<file path="config.mk">
export PLATFORM = sky130hd
export DESIGN_NAME = gcd_param
export DESIGN_NICKNAME = d
export VERILOG_FILES = /design/src/rtl/gcd_pkg.sv /design/src/rtl/gcd_step.sv /design/src/rtl/gcd_param.sv
export SDC_FILE = /design/constraint.sdc
export NUM_CORES = 1
export LEC_CHECK = 0
export BUFFER_PORTS_ARGS = -buffer_cell sky130_fd_sc_hd__buf_2
export CORE_ASPECT_RATIO = 1.75
export CORE_MARGIN = 2
export CORE_UTILIZATION = 40
export CTS_CLUSTER_DIAMETER = 120
export DETAILED_ROUTE_END_ITERATION = 10
export REMOVE_ABC_BUFFERS = 1
export SETUP_SLACK_MARGIN = 0.5
export SYNTH_ARGS = -nofsm -noshare
export SYNTH_HDL_FRONTEND = slang
export SYNTH_SLANG_ARGS = --single-unit
</file>
<file path="constraint.sdc">
create_clock -name clk -period 5.7 [get_ports clk]
set_input_delay 0.285 -clock clk [delete_from_list [all_inputs] [get_ports clk]]
set_output_delay 0.285 -clock clk [all_outputs]
set_load 0.05 [all_outputs]
</file>
<file path="src/rtl/gcd_pkg.sv">
// Shared types and helpers for the key-locked GCD engine.
package gcd_pkg;

  typedef enum logic [1:0] {
    IDLE,
    RUN,
    DONE
  } gcd_state_e;

  localparam logic [1:0] GCD_KEY_CORRECT = 2'b10;

  function automatic int gcd_cnt_w(input int max_iter);
    return $clog2(max_iter + 1);
  endfunction

endpackage

</file>
<file path="src/rtl/gcd_step.sv">
// One subtractive GCD step: swap when a<b, else reduce a.
module gcd_step #(
  parameter int WIDTH = 8
) (
  input  logic [WIDTH-1:0] a_r,
  input  logic [WIDTH-1:0] b_r,
  input  logic             k1,
  output logic [WIDTH-1:0] a_nxt,
  output logic [WIDTH-1:0] b_nxt,
  output logic             zero
);

  always_comb begin
    zero  = (b_r == '0);
    a_nxt = a_r;
    b_nxt = b_r;
    if (a_r < b_r) begin
      a_nxt = b_r;
      b_nxt = a_r;
    end else if (k1) begin
      a_nxt = a_r + b_r;
    end else begin
      a_nxt = a_r - b_r;
    end
  end

endmodule

</file>
<file path="src/rtl/gcd_param.sv">
// Key-locked subtractive GCD engine with valid/ready handshakes
// and an iteration-limit guard.
module gcd_param
  import gcd_pkg::*;
#(
  parameter int WIDTH    = 8,
  parameter int MAX_ITER = 64,
  parameter int KEY_W    = 2,
  localparam int CW      = gcd_cnt_w(MAX_ITER)
) (
  input  logic             clk,
  input  logic             rst_n,
  input  logic [0:KEY_W-1] k,
  input  logic             in_valid,
  output logic             in_ready,
  input  logic [WIDTH-1:0] a,
  input  logic [WIDTH-1:0] b,
  output logic             out_valid,
  input  logic             out_ready,
  output logic [WIDTH-1:0] result,
  output logic [CW-1:0]    iters,
  output logic             timeout,
  output logic             busy
);

  localparam logic [CW-1:0] LIM  = CW'(MAX_ITER - 1);
  localparam logic [CW-1:0] FULL = CW'(MAX_ITER);

  gcd_state_e       state_q;
  logic [WIDTH-1:0] a_q, b_q;
  logic [WIDTH-1:0] a_d, b_d;
  logic [CW-1:0]    cnt_q;
  logic [WIDTH-1:0] result_q;
  logic [CW-1:0]    iters_q;
  logic             timeout_q;
  logic             zero;
  logic             key_ok;

  // Key literal is MSB-first, so bit 1 of it lines up with k[0].
  assign key_ok = (k[0] == GCD_KEY_CORRECT[1]);

  gcd_step #(
    .WIDTH(WIDTH)
  ) u_step (
    .a_r  (a_q),
    .b_r  (b_q),
    .k1   (k[1]),
    .a_nxt(a_d),
    .b_nxt(b_d),
    .zero (zero)
  );

  always_ff @(posedge clk or negedge rst_n) begin
    if (!rst_n) begin
      state_q   <= IDLE;
      a_q       <= '0;
      b_q       <= '0;
      cnt_q     <= '0;
      result_q  <= '0;
      iters_q   <= '0;
      timeout_q <= 1'b0;
    end else begin
      unique case (state_q)
        IDLE: begin
          if (in_valid) begin
            a_q   <= a;
            b_q   <= b;
            cnt_q <= '0;
            if (key_ok) state_q <= RUN;
          end
        end
        RUN: begin
          if (zero) begin
            state_q   <= DONE;
            result_q  <= a_q;
            iters_q   <= cnt_q + 1'b1;
            timeout_q <= 1'b0;
          end else if (cnt_q == LIM) begin
            state_q   <= DONE;
            result_q  <= a_q;
            iters_q   <= FULL;
            timeout_q <= 1'b1;
          end else begin
            a_q   <= a_d;
            b_q   <= b_d;
            cnt_q <= cnt_q + 1'b1;
          end
        end
        DONE: begin
          if (out_ready) state_q <= IDLE;
        end
        default: state_q <= IDLE;
      endcase
    end
  end

  assign in_ready  = (state_q == IDLE);
  assign busy      = (state_q == RUN);
  assign out_valid = (state_q == DONE);
  assign result    = result_q;
  assign iters     = iters_q;
  assign timeout   = timeout_q;

endmodule
</file>
==> summary.md, run 1 <==
Yosys
• 0 — total of warnings raised by yosys
• sky130_fd_sc_hd__dfrtp_1 (40%), sky130_fd_sc_hd__ha_1 (7.8%), sky130_fd_sc_hd__o21ai_0 (6.0%) — top post-synthesis cells by area
• 40.0% — share of Yosys cell area claimed by the top area cell type
• 9.43 um^2 — mean post-synth cell area
• sky130_fd_sc_hd__dfrtp_1 — most numerous cell in the Yosys netlist
• 41 — register bit count reported by yosys
• 51 — number of distinct library cells after synthesis
• 0 — EDFF count, synth
• sky130_fd_sc_hd__dfrtp_1 — Main synth FF type
• sky130_fd_sc_hd__dfrtp_1 — library cell occupying the most area in the post-synthesis netlist
• 100% — Synth async-reset ratio
• 2560 um^2 — post-synth design cell area
• 40.0% — sequential cell area fraction in the yosys report
• 272 — instance count of the mapped netlist
• sky130_fd_sc_hd__dfrtp_1 (41), sky130_fd_sc_hd__nand2_1 (36), sky130_fd_sc_hd__o21ai_0 (31) — most used standard cells in the synthesized netlist

Detailed routing
• 2.38 mm — wire length the detailed router placed on met1
• 5.23 — Avg Vias per Cell
• 2,039 — detailed-route via count
• met4 — uppermost layer routed
• 129 um — routed length on met3
• 73 — number of design-rule violations left by the first detailed-router iteration
• 15.3 um — average wire per cell in the routed design
• 3.28 mm — Detail Route met2 WL
• 5.97 mm — Total Routed Length
• 0 — number of nets still failing antenna checks after routing
• 0 — count of unresolved DRC violations after routing
• 4 — number of iterations in the first detailed-routing pass

Floorplanning
• 7090 um^2 — Die Area
• 38 — row count
• 64.5 um — chip width
• 41.5% — Initial Utilization
• 41 — num ports
• 110 um — height of the chip
• 6180 um^2 — core region area

Placement
• 0.809 — final weighted congestion of routability-driven global placement
• 40 — Buffers on Ports
• 4.57 mm — HPWL reported at the end of detailed placement

Global routing
• 9.84 mm — global-route wire length before repair
• 2,051 — number of global-route vias before repair
• 42 — maximum number of pins on one net before global-route repair
• 0 — antenna violations before repair
• 0 — global route total overflow
• 18.4% — global router's overall resource usage

STA
• 0 ns — final setup TNS
• 47.9% — final period utilization
• 0 — Setup Viol. Count Final
• 0 — Slew Viols, Final
• 0.0102 ns — clk_skew
• false — unrepaired setup endpoints after global routing
• 2.73 ns — min Tclk post-route
• 366 MHz — peak clock frequency supported by timing
• 0 — count of final hold-check violations
• 0.936 ns — transition time of the tightest slew-check pin
• 37.6% — max-slew headroom at the worst pin

Clock tree
• 0 — cts repair resizes
• 0 — Post CTS Setup Buffer Count
• yes — CTS tree
• 5 — number of buffers inserted during clock tree synthesis
• 0.07 ns — clock transition at the registers of the reported paths
• sky130_fd_sc_hd__clkbuf_8 — clock tree root driver cell
• 41 — number of sinks driven by the clock tree
• 2 — CTS max path bufs
• 2 — H-tree Lvls
• 0 — Post-CTS Hold Buffers
• 0.31 ns — clock insertion delay at the later pin of the skew report

Setup path
• 21 — largest driver fanout on the critical path
• reg -> reg — kind of critical path
• flip-flop — Setup crit start kind
• sky130_fd_sc_hd__nand2_1 — cell with the biggest individual delay on the critical path
• 1 — count of buffering cells on the critical path with inverters included
• simple AND/OR/NAND/NOR gates — cell family contributing the most delay on the critical path
• 0.65 ns — max incr delay on CP
• 5.88 ns — Crit path required time
• flip-flop — Crit. End Element
• 2.92 ns — data arrival time of the critical path
• or2b_2 -> inv_1 -> nand2_1 -> mux2_2 — cells traversed along the worst timing path

Final layout
• 12.6% — Syn-to-layout area delta
• 349 — number of nets in the finished design
• 19.7% — proportion of layout cells with a drive suffix above 1
• 0 — Antenna Diode Count

Outcome
• complete, no violations — result of the run

Min path
• in -> async — type of the most critical hold path

Run
• 0 — reported max-cap violation count

stage by stage:
step	setup WS [ns]	hold slack, ns	utilization (%)	area [um^2]	cells
2_1_floorplan	3.17	-0.0106	-	2510	262
3_3_place_gp	2.94	0.458	45.4	2810	382
3_5_place_dp	2.95	0.465	45.4	2810	382
4_1_cts	2.94	0.151	46.7	2890	390
5_1_grt	2.77	0.165	46.7	2890	390
6_report	2.97	0.116	46.7	2890	390
layout by cell type, fill, tap and decap left out, drive strengths merged, types with 2 or more instances in the layout:
cell type   n
nor4        2
o21ai      31
a211oi      5
o211ai      2
a21oi      10
o311ai      3
nand2      37
inv        19
nor2       23
dfrtp      41
nand3       7
nand2b      5
o31ai       6
ha         16
mux2        7
xor2        4
clkbuf      8
xnor2       7
and3        2
buf        40
a21o        2
mux2i       8
a31oi       3
and2        2
fa          2
cells by family after synthesis:
logic type / synth area share, %
AND/OR/NAND/NOR: 16.8
AO/OA/AOI/OAI: 18.9
flip-flops: 40.0
buffers and inverters: 5.02
adder cells (fa/ha/maj): 9.37
multiplexers: 6.20
XOR/XNOR: 3.76
final cells by class:
cell class              count  area, um^2
fillers                   653        3290
clock buffers               8        80.1
multi-input cells         202        1410
well taps                  80         100
inverters                  19        71.3
flip-flops and latches     41        1030
repair buffers             40         200
registers in the layout, summed over array words and instances, names as in the netlist:
register / count
a_q: 8
b_q: 8
cnt_q: 7
iters: 7
result: 8
state_q: 2
timeout: 1
worst paths after layout:
path / start / endpoint / slack [ns] / depth (start not counted)
worst max-delay path: state_q[1] / result[3] / 2.97 / 4
worst min-delay path: rst_n / a_q[1] / 0.12 / 1
worst max register to register: state_q[1] / result[3] / 2.97 / 4
worst min register to register: iters[3] / iters[3] / 0.47 / 2
max in group asynchronous: rst_n / cnt_q[0] / 4.99 / 1
min in group clk: out_ready / state_q[1] / 0.16 / 2
per-layer routing:
layer / global-route usage, % / vias to the layer above
li1: - / 1020
met1: 19.7 / 972
met2: 34.2 / 33
met3: 2.46 / 14
met4: 10.2 / 0
met5: 0 / -
Power of run 1 is not shown: default switching activity piles up to over one toggle a cycle in this logic, so the estimate is an artifact.
==> run 2: changes to the inputs <==
Settings changed: ABC_AREA from default to 1.
Clock period 5.7 ns to 2.8 ns, I/O delays scaled along.
==> run 2 against run 1 <==
  * The run now ends with hold timing left
  * First-iteration DRC count is 75% higher
  * Fmax rose by 26%
  * Area after synthesis rose by 4.2%
  * Via count increased by 21%
  * Sequential cell count stayed put
  * Critical path depth is 3 higher
  * Register-to-register slack worse by 2.3 ns
  * Hold slack lost 0.12 ns
  * Clock-buffer cell count down 1
  * Die area increased by 4.0%
  * Core utilization rose by 1.2 points
  * Sequential share of layout area shrank 2.6 points
==> summary.md, run 2 <==
Min path
• in -> async — type of the most critical hold path, unchanged

Setup path
• 0.44 ns — max incr delay on CP, was 0.65 ns
• 2.95 ns — Crit path required time, was 5.88 ns
• compound AO/OA/AOI/OAI gates — cell family contributing the most delay on the critical path, was simple AND/OR/NAND/NOR gates
• 16 — largest driver fanout on the critical path, was 21
• 7 — r2r worst-path depth, was 4
• sky130_fd_sc_hd__dfrtp_1 — cell with the biggest individual delay on the critical path, was sky130_fd_sc_hd__nand2_1
• 0.63 ns — Reg2Reg Setup Slack, was 2.97 ns
• 7 — CP Depth, was 4
• ha_1 -> a21oi_1 -> o21ai_2 -> nand4_1 -> nand2_4 -> o21ai_4 -> o21ai_0 — cells traversed along the worst timing path, was or2b_2 -> inv_1 -> nand2_1 -> mux2_2
• flip-flop — Crit. End Element, unchanged
• 2.32 ns — data arrival time of the critical path, was 2.92 ns
• flip-flop — Setup crit start kind, unchanged
• a_q[3] — launch point of the worst reg-to-reg path, was state_q[1]
• reg -> reg — kind of critical path, unchanged
• b_q[5] — endpoint of the most critical register-to-register path, was result[3]
• 0 — count of buffering cells on the critical path with inverters included, was 1
• a_q[3] — start point of the critical path, was state_q[1]
• b_q[5] — capture point of the critical path, was result[3]

Final layout
• 16.2% — proportion of layout cells with a drive suffix above 1, was 19.7%
• 1430 um^2 — total area of multi-input combinational cells, was 1410 um^2
• 0 — Antenna Diode Count, unchanged
• sky130_fd_sc_hd__nand2_1 (122), sky130_fd_sc_hd__dfrtp_1 (41), sky130_fd_sc_hd__inv_1 (40), sky130_fd_sc_hd__buf_2 (40), sky130_fd_sc_hd__a21oi_1 (26) — highest-count cells in the layout ignoring fill and taps, was sky130_fd_sc_hd__dfrtp_1 (41), sky130_fd_sc_hd__buf_2 (40), sky130_fd_sc_hd__nand2_1 (36)
• 676 — count of filler cells inserted in the layout, was 653
• 48.0% — final standard cell utilization of the core, was 46.7%
• 454 — number of nets in the finished design, was 349
• 16.4% — Syn-to-layout area delta, was 12.6%
• sky130_fd_sc_hd__nand2_1 — leading cell type in the layout, fill and taps excluded, was sky130_fd_sc_hd__dfrtp_1
• 1030 um^2 — area taken by flip-flops and latches, unchanged

STA
• -0.00664 ns — final hold slack, was 0.116 ns
• 0 — Slew Viols, Final, unchanged
• 19 — count of final hold-check violations, was 0
• 38.5% — max-slew headroom at the worst pin, was 37.6%
• 460 MHz — peak clock frequency supported by timing, was 366 MHz
• 0 — Setup Viol. Count Final, unchanged
• 0 ns — final setup TNS, unchanged
• 0.922 ns — transition time of the tightest slew-check pin, was 0.936 ns
• 77.6% — final period utilization, was 47.9%
• 2.17 ns — min Tclk post-route, was 2.73 ns
• false — unrepaired setup endpoints after global routing, unchanged
• 0.00532 ns — clk_skew, was 0.0102 ns

Clock tree
• 0.06 ns — clock transition at the registers of the reported paths, was 0.07 ns
• 5 — number of buffers inserted during clock tree synthesis, unchanged
• 0.29 ns — clock insertion delay at the later pin of the skew report, was 0.31 ns
• 2 — H-tree Lvls, unchanged
• 2 — CTS max path bufs, unchanged
• 41 — number of sinks driven by the clock tree, unchanged
• sky130_fd_sc_hd__clkbuf_16 — clock tree root driver cell, was sky130_fd_sc_hd__clkbuf_8
• yes — CTS tree, unchanged
• 0 — Post-CTS Hold Buffers, unchanged

Floorplanning
• 39 — row count, was 38
• 7380 um^2 — Die Area, was 7090 um^2
• 112 um — height of the chip, was 110 um
• 65.8 um — chip width, was 64.5 um
• 41.2% — Initial Utilization, was 41.5%
• 6490 um^2 — core region area, was 6180 um^2
• 41 — num ports, unchanged

Yosys
• sky130_fd_sc_hd__nand2_1 — most numerous cell in the Yosys netlist, was sky130_fd_sc_hd__dfrtp_1
• 373 — instance count of the mapped netlist, was 272
• 41 — register bit count reported by yosys, unchanged
• sky130_fd_sc_hd__dfrtp_1 (38%), sky130_fd_sc_hd__nand2_1 (17%), sky130_fd_sc_hd__ha_1 (7.5%) — top post-synthesis cells by area, was sky130_fd_sc_hd__dfrtp_1 (40%), sky130_fd_sc_hd__ha_1 (7.8%), sky130_fd_sc_hd__o21ai_0 (6.0%)
• 100% — Synth async-reset ratio, unchanged
• 2670 um^2 — post-synth design cell area, was 2560 um^2
• sky130_fd_sc_hd__dfrtp_1 — Main synth FF type, unchanged
• 38.4% — share of Yosys cell area claimed by the top area cell type, was 40.0%
• 7.17 um^2 — mean post-synth cell area, was 9.43 um^2
• 38.4% — sequential cell area fraction in the yosys report, was 40.0%
• sky130_fd_sc_hd__nand2_1 (122), sky130_fd_sc_hd__dfrtp_1 (41), sky130_fd_sc_hd__inv_1 (41) — most used standard cells in the synthesized netlist, was sky130_fd_sc_hd__dfrtp_1 (41), sky130_fd_sc_hd__nand2_1 (36), sky130_fd_sc_hd__o21ai_0 (31)
• 31 — number of distinct library cells after synthesis, was 51
• 0 — EDFF count, synth, unchanged
• sky130_fd_sc_hd__dfrtp_1 — library cell occupying the most area in the post-synthesis netlist, unchanged
• 0 — total of warnings raised by yosys, unchanged

Detailed routing
• 2.78 mm — wire length the detailed router placed on met1, was 2.38 mm
• 128 — number of design-rule violations left by the first detailed-router iteration, was 73
• 3.65 mm — Detail Route met2 WL, was 3.28 mm
• 0 — number of nets still failing antenna checks after routing, unchanged
• 4.97 — Avg Vias per Cell, was 5.23
• 6.78 mm — Total Routed Length, was 5.97 mm
• 2,467 — detailed-route via count, was 2,039
• met4 — uppermost layer routed, unchanged
• 13.7 um — average wire per cell in the routed design, was 15.3 um
• 137 um — routed length on met3, was 129 um
• 0 — count of unresolved DRC violations after routing, unchanged
• 4 — number of iterations in the first detailed-routing pass, unchanged

Run
• 0 — reported max-cap violation count, unchanged

Global routing
• 42 — maximum number of pins on one net before global-route repair, unchanged
• 0 — antenna violations before repair, unchanged
• 11.5 mm — global-route wire length before repair, was 9.84 mm
• 0 — global route total overflow, unchanged
• 20.1% — global router's overall resource usage, was 18.4%
• 2,511 — number of global-route vias before repair, was 2,051

Placement
• 0.838 — final weighted congestion of routability-driven global placement, was 0.809
• 5.24 mm — HPWL reported at the end of detailed placement, was 4.57 mm
• 40 — Buffers on Ports, unchanged

Outcome
• finished with violations — result of the run, was complete, no violations
• hold timing — violations in the final reports

-- run 2: changes by cell type in the layout (fill, tap and decap cells not counted), moves of 6 or more --
cell and change:
sky130_fd_sc_hd__inv_2 +6, sky130_fd_sc_hd__o21ai_1 +11, sky130_fd_sc_hd__nand2_1 +86, sky130_fd_sc_hd__mux2i_1 -8
sky130_fd_sc_hd__xnor2_1 -6, sky130_fd_sc_hd__inv_1 +21, sky130_fd_sc_hd__nand3_1 +17, sky130_fd_sc_hd__a21oi_1 +17
sky130_fd_sc_hd__o21ai_0 -6, sky130_fd_sc_hd__mux2_2 -7
-- run 2: logic make-up after synthesis --
kind of cell             count (synthesis)  share of synthesized area, %
AND/OR/NAND/NOR                        186                          29.5
AO/OA/AOI/OAI                           68                          13.5
buffers and inverters                   57                          8.61
flip-flops                              41                          38.4
adder cells (fa/ha/maj)                 18                          8.98
XOR/XNOR                                 3                         0.983
-- run 2: stage by stage --
step | cell area (um^2) | instances | setup WS (ns) | hold WS, ns
floorplan | 2620 | 362 | 0.724 | -0.156
detailed placement | 2930 | 486 | 0.556 | 0.325
global route | 3110 | 496 | 0.510 | 0.0519
finish | 3110 | 496 | 0.628 | -0.00664
CTS | 3080 | 493 | 0.548 | 0.0247
global placement | 2930 | 486 | 0.612 | 0.321
-- run 2: metal layers --
layer | up-vias | track usage (%)
met3 | 14 | 2.61
met4 | 0 | 9.72
met2 | 32 | 35.7
met5 | - | 0
met1 | 1151 | 22.9
li1 | 1270 | -
-- run 2: worst min path at each step --
stage               slack (ns)  cells past startpoint    endpoint
global placement          0.32                      2  state_q[1]
global route              0.05                      2  state_q[1]
detailed placement        0.32                      2  state_q[1]
finish                  -0.007                      1    cnt_q[5]
CTS                       0.02                      1    cnt_q[5]
floorplan                -0.16                      0      a_q[0]
-- run 2: layout make-up --
type                    count  share of cell area (%)
repair buffers             45                    7.64
inverters                  46                    5.55
flip-flops and latches     41                    33.0
clock buffers               7                    4.58
well taps                  82                    3.30
multi-input cells         275                    46.0
-- run 2: timing repair --
action                                  CTS  global route
gates resized for setup                   0             6
endpoints found under the setup margin    0            19
buffers inserted                          0             3
Power of run 2 is left out for the same reason.
==> run 3: changes to the inputs <==
Settings changed: ABC_AREA 1 to 0.
Clock period 2.8 ns to 1.9 ns, I/O delays scaled along.
==> run 3 against run 2 <==
  * The run ends with setup timing left
  * Cell count down 7.5%
  * Clock-buffer cell count fell by 2
  * Largest cell class unchanged
  * Critical path depth up 4
  * First-iteration DRC count down 4.7%
  * Register-to-register slack lost 0.99 ns
  * Sequential share of layout area decreased by 6.2 points
==> summary.md, run 3 (synthesis results as in run 1) <==
STA
• 2.26 ns — min Tclk post-route, was 2.17 ns
• 0.0114 ns — clk_skew, was 0.00532 ns
• 0 — count of final hold-check violations, was 19
• 27 — Setup Viol. Count Final, was 0
• true — unrepaired setup endpoints after global routing, was false
• 443 MHz — peak clock frequency supported by timing, was 460 MHz
• 119% — final period utilization, was 77.6%
• 0.0585 ns — final hold slack, was -0.00664 ns
• 0 — Slew Viols, Final, unchanged
• 0.543 ns — transition time of the tightest slew-check pin, was 0.922 ns
• -0.359 ns — final setup slack of the worst path, was 0.628 ns
• 63.8% — max-slew headroom at the worst pin, was 38.5%

Final layout
• 45.9% — proportion of layout cells with a drive suffix above 1, was 16.2%
• 529 — count of filler cells inserted in the layout, was 676
• sky130_fd_sc_hd__buf_4 (52), sky130_fd_sc_hd__dfrtp_1 (41), sky130_fd_sc_hd__buf_2 (39) — highest-count cells in the layout ignoring fill and taps, was sky130_fd_sc_hd__nand2_1 (122), sky130_fd_sc_hd__dfrtp_1 (41), sky130_fd_sc_hd__inv_1 (40), sky130_fd_sc_hd__buf_2 (40), sky130_fd_sc_hd__a21oi_1 (26)
• 3830 um^2 — final std cell area, no fill, was 3110 um^2
• sky130_fd_sc_hd__buf_4 — leading cell type in the layout, fill and taps excluded, was sky130_fd_sc_hd__nand2_1
• 0 — Antenna Diode Count, unchanged
• 459 — number of standard cells in the layout, taps in and fillers out, was 496
• 419 — number of nets in the finished design, was 454
• 49.4% — Syn-to-layout area delta, was 16.4%

Run
• 0 — reported max-cap violation count, unchanged

Global routing
• 0 — antenna violations before repair, unchanged
• 2,512 — number of global-route vias before repair, was 2,511
• 42 — maximum number of pins on one net before global-route repair, unchanged
• 0 — global route total overflow, unchanged
• 22.1% — global router's overall resource usage, was 20.1%
• 12.0 mm — global-route wire length before repair, was 11.5 mm

Setup path
• 2.14 ns — Crit path required time, was 2.95 ns
• flip-flop — Crit. End Element, unchanged
• 2.50 ns — data arrival time of the critical path, was 2.32 ns
• 4 — largest driver fanout on the critical path, was 16
• compound AO/OA/AOI/OAI gates — cell family contributing the most delay on the critical path, unchanged
• flip-flop — Setup crit start kind, unchanged
• a_q[6] — capture point of the critical path, was b_q[5]
• sky130_fd_sc_hd__dfrtp_1 — cell with the biggest individual delay on the critical path, unchanged
• 0.39 ns — max incr delay on CP, was 0.44 ns
• 2 — count of buffering cells on the critical path with inverters included, was 0
• 11 — CP Depth, was 7
• -0.36 ns — Reg2Reg Setup Slack, was 0.63 ns
• 11 — r2r worst-path depth, was 7
• reg -> reg — kind of critical path, unchanged
• buf_4 -> ha_1 -> inv_1 -> fa_2 -> nor2_2 -> o21ai_1 -> a31oi_1 -> o31ai_2 -> xnor2_1 -> o311ai_1 -> o31a_1 — cells traversed along the worst timing path, was ha_1 -> a21oi_1 -> o21ai_2 -> nand4_1 -> nand2_4 -> o21ai_4 -> o21ai_0
• a_q[6] — endpoint of the most critical register-to-register path, was b_q[5]
• b_q[0] — launch point of the worst reg-to-reg path, was a_q[3]
• b_q[0] — start point of the critical path, was a_q[3]

Floorplanning
• 38 — row count, was 39
• 41.5% — Initial Utilization, was 41.2%
• 7090 um^2 — Die Area, was 7380 um^2
• 41 — num ports, unchanged
• 6180 um^2 — core region area, was 6490 um^2
• 64.5 um — chip width, was 65.8 um
• 110 um — height of the chip, was 112 um

Clock tree
• 5 — number of buffers inserted during clock tree synthesis, unchanged
• 0.30 ns — clock insertion delay at the later pin of the skew report, was 0.29 ns
• sky130_fd_sc_hd__clkbuf_8 — clock tree root driver cell, was sky130_fd_sc_hd__clkbuf_16
• 2 — H-tree Lvls, unchanged
• 0.09 ns — clock transition at the registers of the reported paths, was 0.06 ns
• yes — CTS tree, unchanged
• 2 — CTS max path bufs, unchanged
• 41 — number of sinks driven by the clock tree, unchanged

Detailed routing
• 4 — number of iterations in the first detailed-routing pass, unchanged
• 2,406 — detailed-route via count, was 2,467
• 0 — number of nets still failing antenna checks after routing, unchanged
• 15.8 um — average wire per cell in the routed design, was 13.7 um
• 122 — number of design-rule violations left by the first detailed-router iteration, was 128
• 7.23 mm — Total Routed Length, was 6.78 mm
• 0 — count of unresolved DRC violations after routing, unchanged
• 5.24 — Avg Vias per Cell, was 4.97

Outcome
• finished with violations — result of the run, unchanged
• setup timing — violations in the final reports, was hold timing

Min path
• in -> reg — type of the most critical hold path, was in -> async

Placement
• 0.954 — final weighted congestion of routability-driven global placement, was 0.838
• 40 — Buffers on Ports, unchanged
• 5.11 mm — HPWL reported at the end of detailed placement, was 5.24 mm
• 3220 um^2 — instance area at placement, was 2930 um^2
• 433 — number of cells in the design after placement, was 486

run 3: cell count changes in the layout (fill, tap and decap cells not counted), moves of 8 or more:
| cell | before | now |
|---|---|---|
| sky130_fd_sc_hd__nand2_1 | 122 | 28 |
| sky130_fd_sc_hd__buf_4 | 5 | 52 |
| sky130_fd_sc_hd__inv_1 | 40 | 16 |
| sky130_fd_sc_hd__a21oi_1 | 26 | 5 |
| sky130_fd_sc_hd__nand3_1 | 24 | 5 |
| sky130_fd_sc_hd__o21ai_0 | 25 | 8 |
| sky130_fd_sc_hd__nor2_1 | 25 | 15 |
| sky130_fd_sc_hd__buf_6 | 0 | 9 |
| sky130_fd_sc_hd__mux2i_1 | 0 | 8 |
| sky130_fd_sc_hd__o21ai_1 | 11 | 19 |
run 3: tightest hold or removal path: stages:
cell                      delay (ns)
sky130_fd_sc_hd__buf_2          0.07
sky130_fd_sc_hd__mux2i_1        0.05
sky130_fd_sc_hd__o21ai_1        0.10
run 3: cell type report:
type	instances	area, um^2	area share (%)
clock inverter	2	35.0	0.914
clock buffer	5	68.8	1.80
tap	80	100	2.61
multi-input combinational	203	1690	44.0
sequential	41	1030	26.8
inverter	19	76.3	1.99
timing repair buffer	109	840	21.9
run 3: worst min-delay path by stage:
stage               start  endpoint  slack, ns  depth (start not counted)
floorplan           rst_n    a_q[0]      -0.20                          0
global placement    rst_n    b_q[2]       0.20                          2
detailed placement  rst_n    b_q[1]       0.20                          2
CTS                  b[5]    b_q[5]       0.07                          3
global route         b[2]    b_q[2]       0.09                          3
finish               b[5]    b_q[5]       0.06                          3
run 3: what timing repair did:
| item | in CTS | in global routing |
|---|---|---|
| pin swaps | 28 | 17 |
| endpoints found under the setup margin | 42 | 42 |
| endpoints found under the hold margin | 43 | 0 |
| hold buffers | 3 | 0 |
| cloned | 2 | 0 |
| resized for setup | 85 | 15 |
| buffers inserted | 11 | 3 |
run 3: stage by stage:
step | util (%) | worst slack [ns] | TNS (ns)
5_1_grt | 62.0 | -0.470 | -8.27
2_1_floorplan | - | -0.634 | -15.28
4_1_cts | 60.6 | -0.355 | -5.07
3_5_place_dp | 52.0 | -0.589 | -7.41
6_report | 62.0 | -0.359 | -5.08
3_3_place_gp | 52.0 | -0.562 | -6.88
run 3: metal layers:
layer / up-vias / GRT usage, % / part of all wire [%]
met2: 63 / 42.6 / 57
met3: 21 / 1.74 / 2.1
met5: - / 0 / 0
met1: 1160 / 23.8 / 37
met4: 0 / 10.8 / 3.6
li1: 1162 / - / -
Power of run 3 is left out for the same reason.
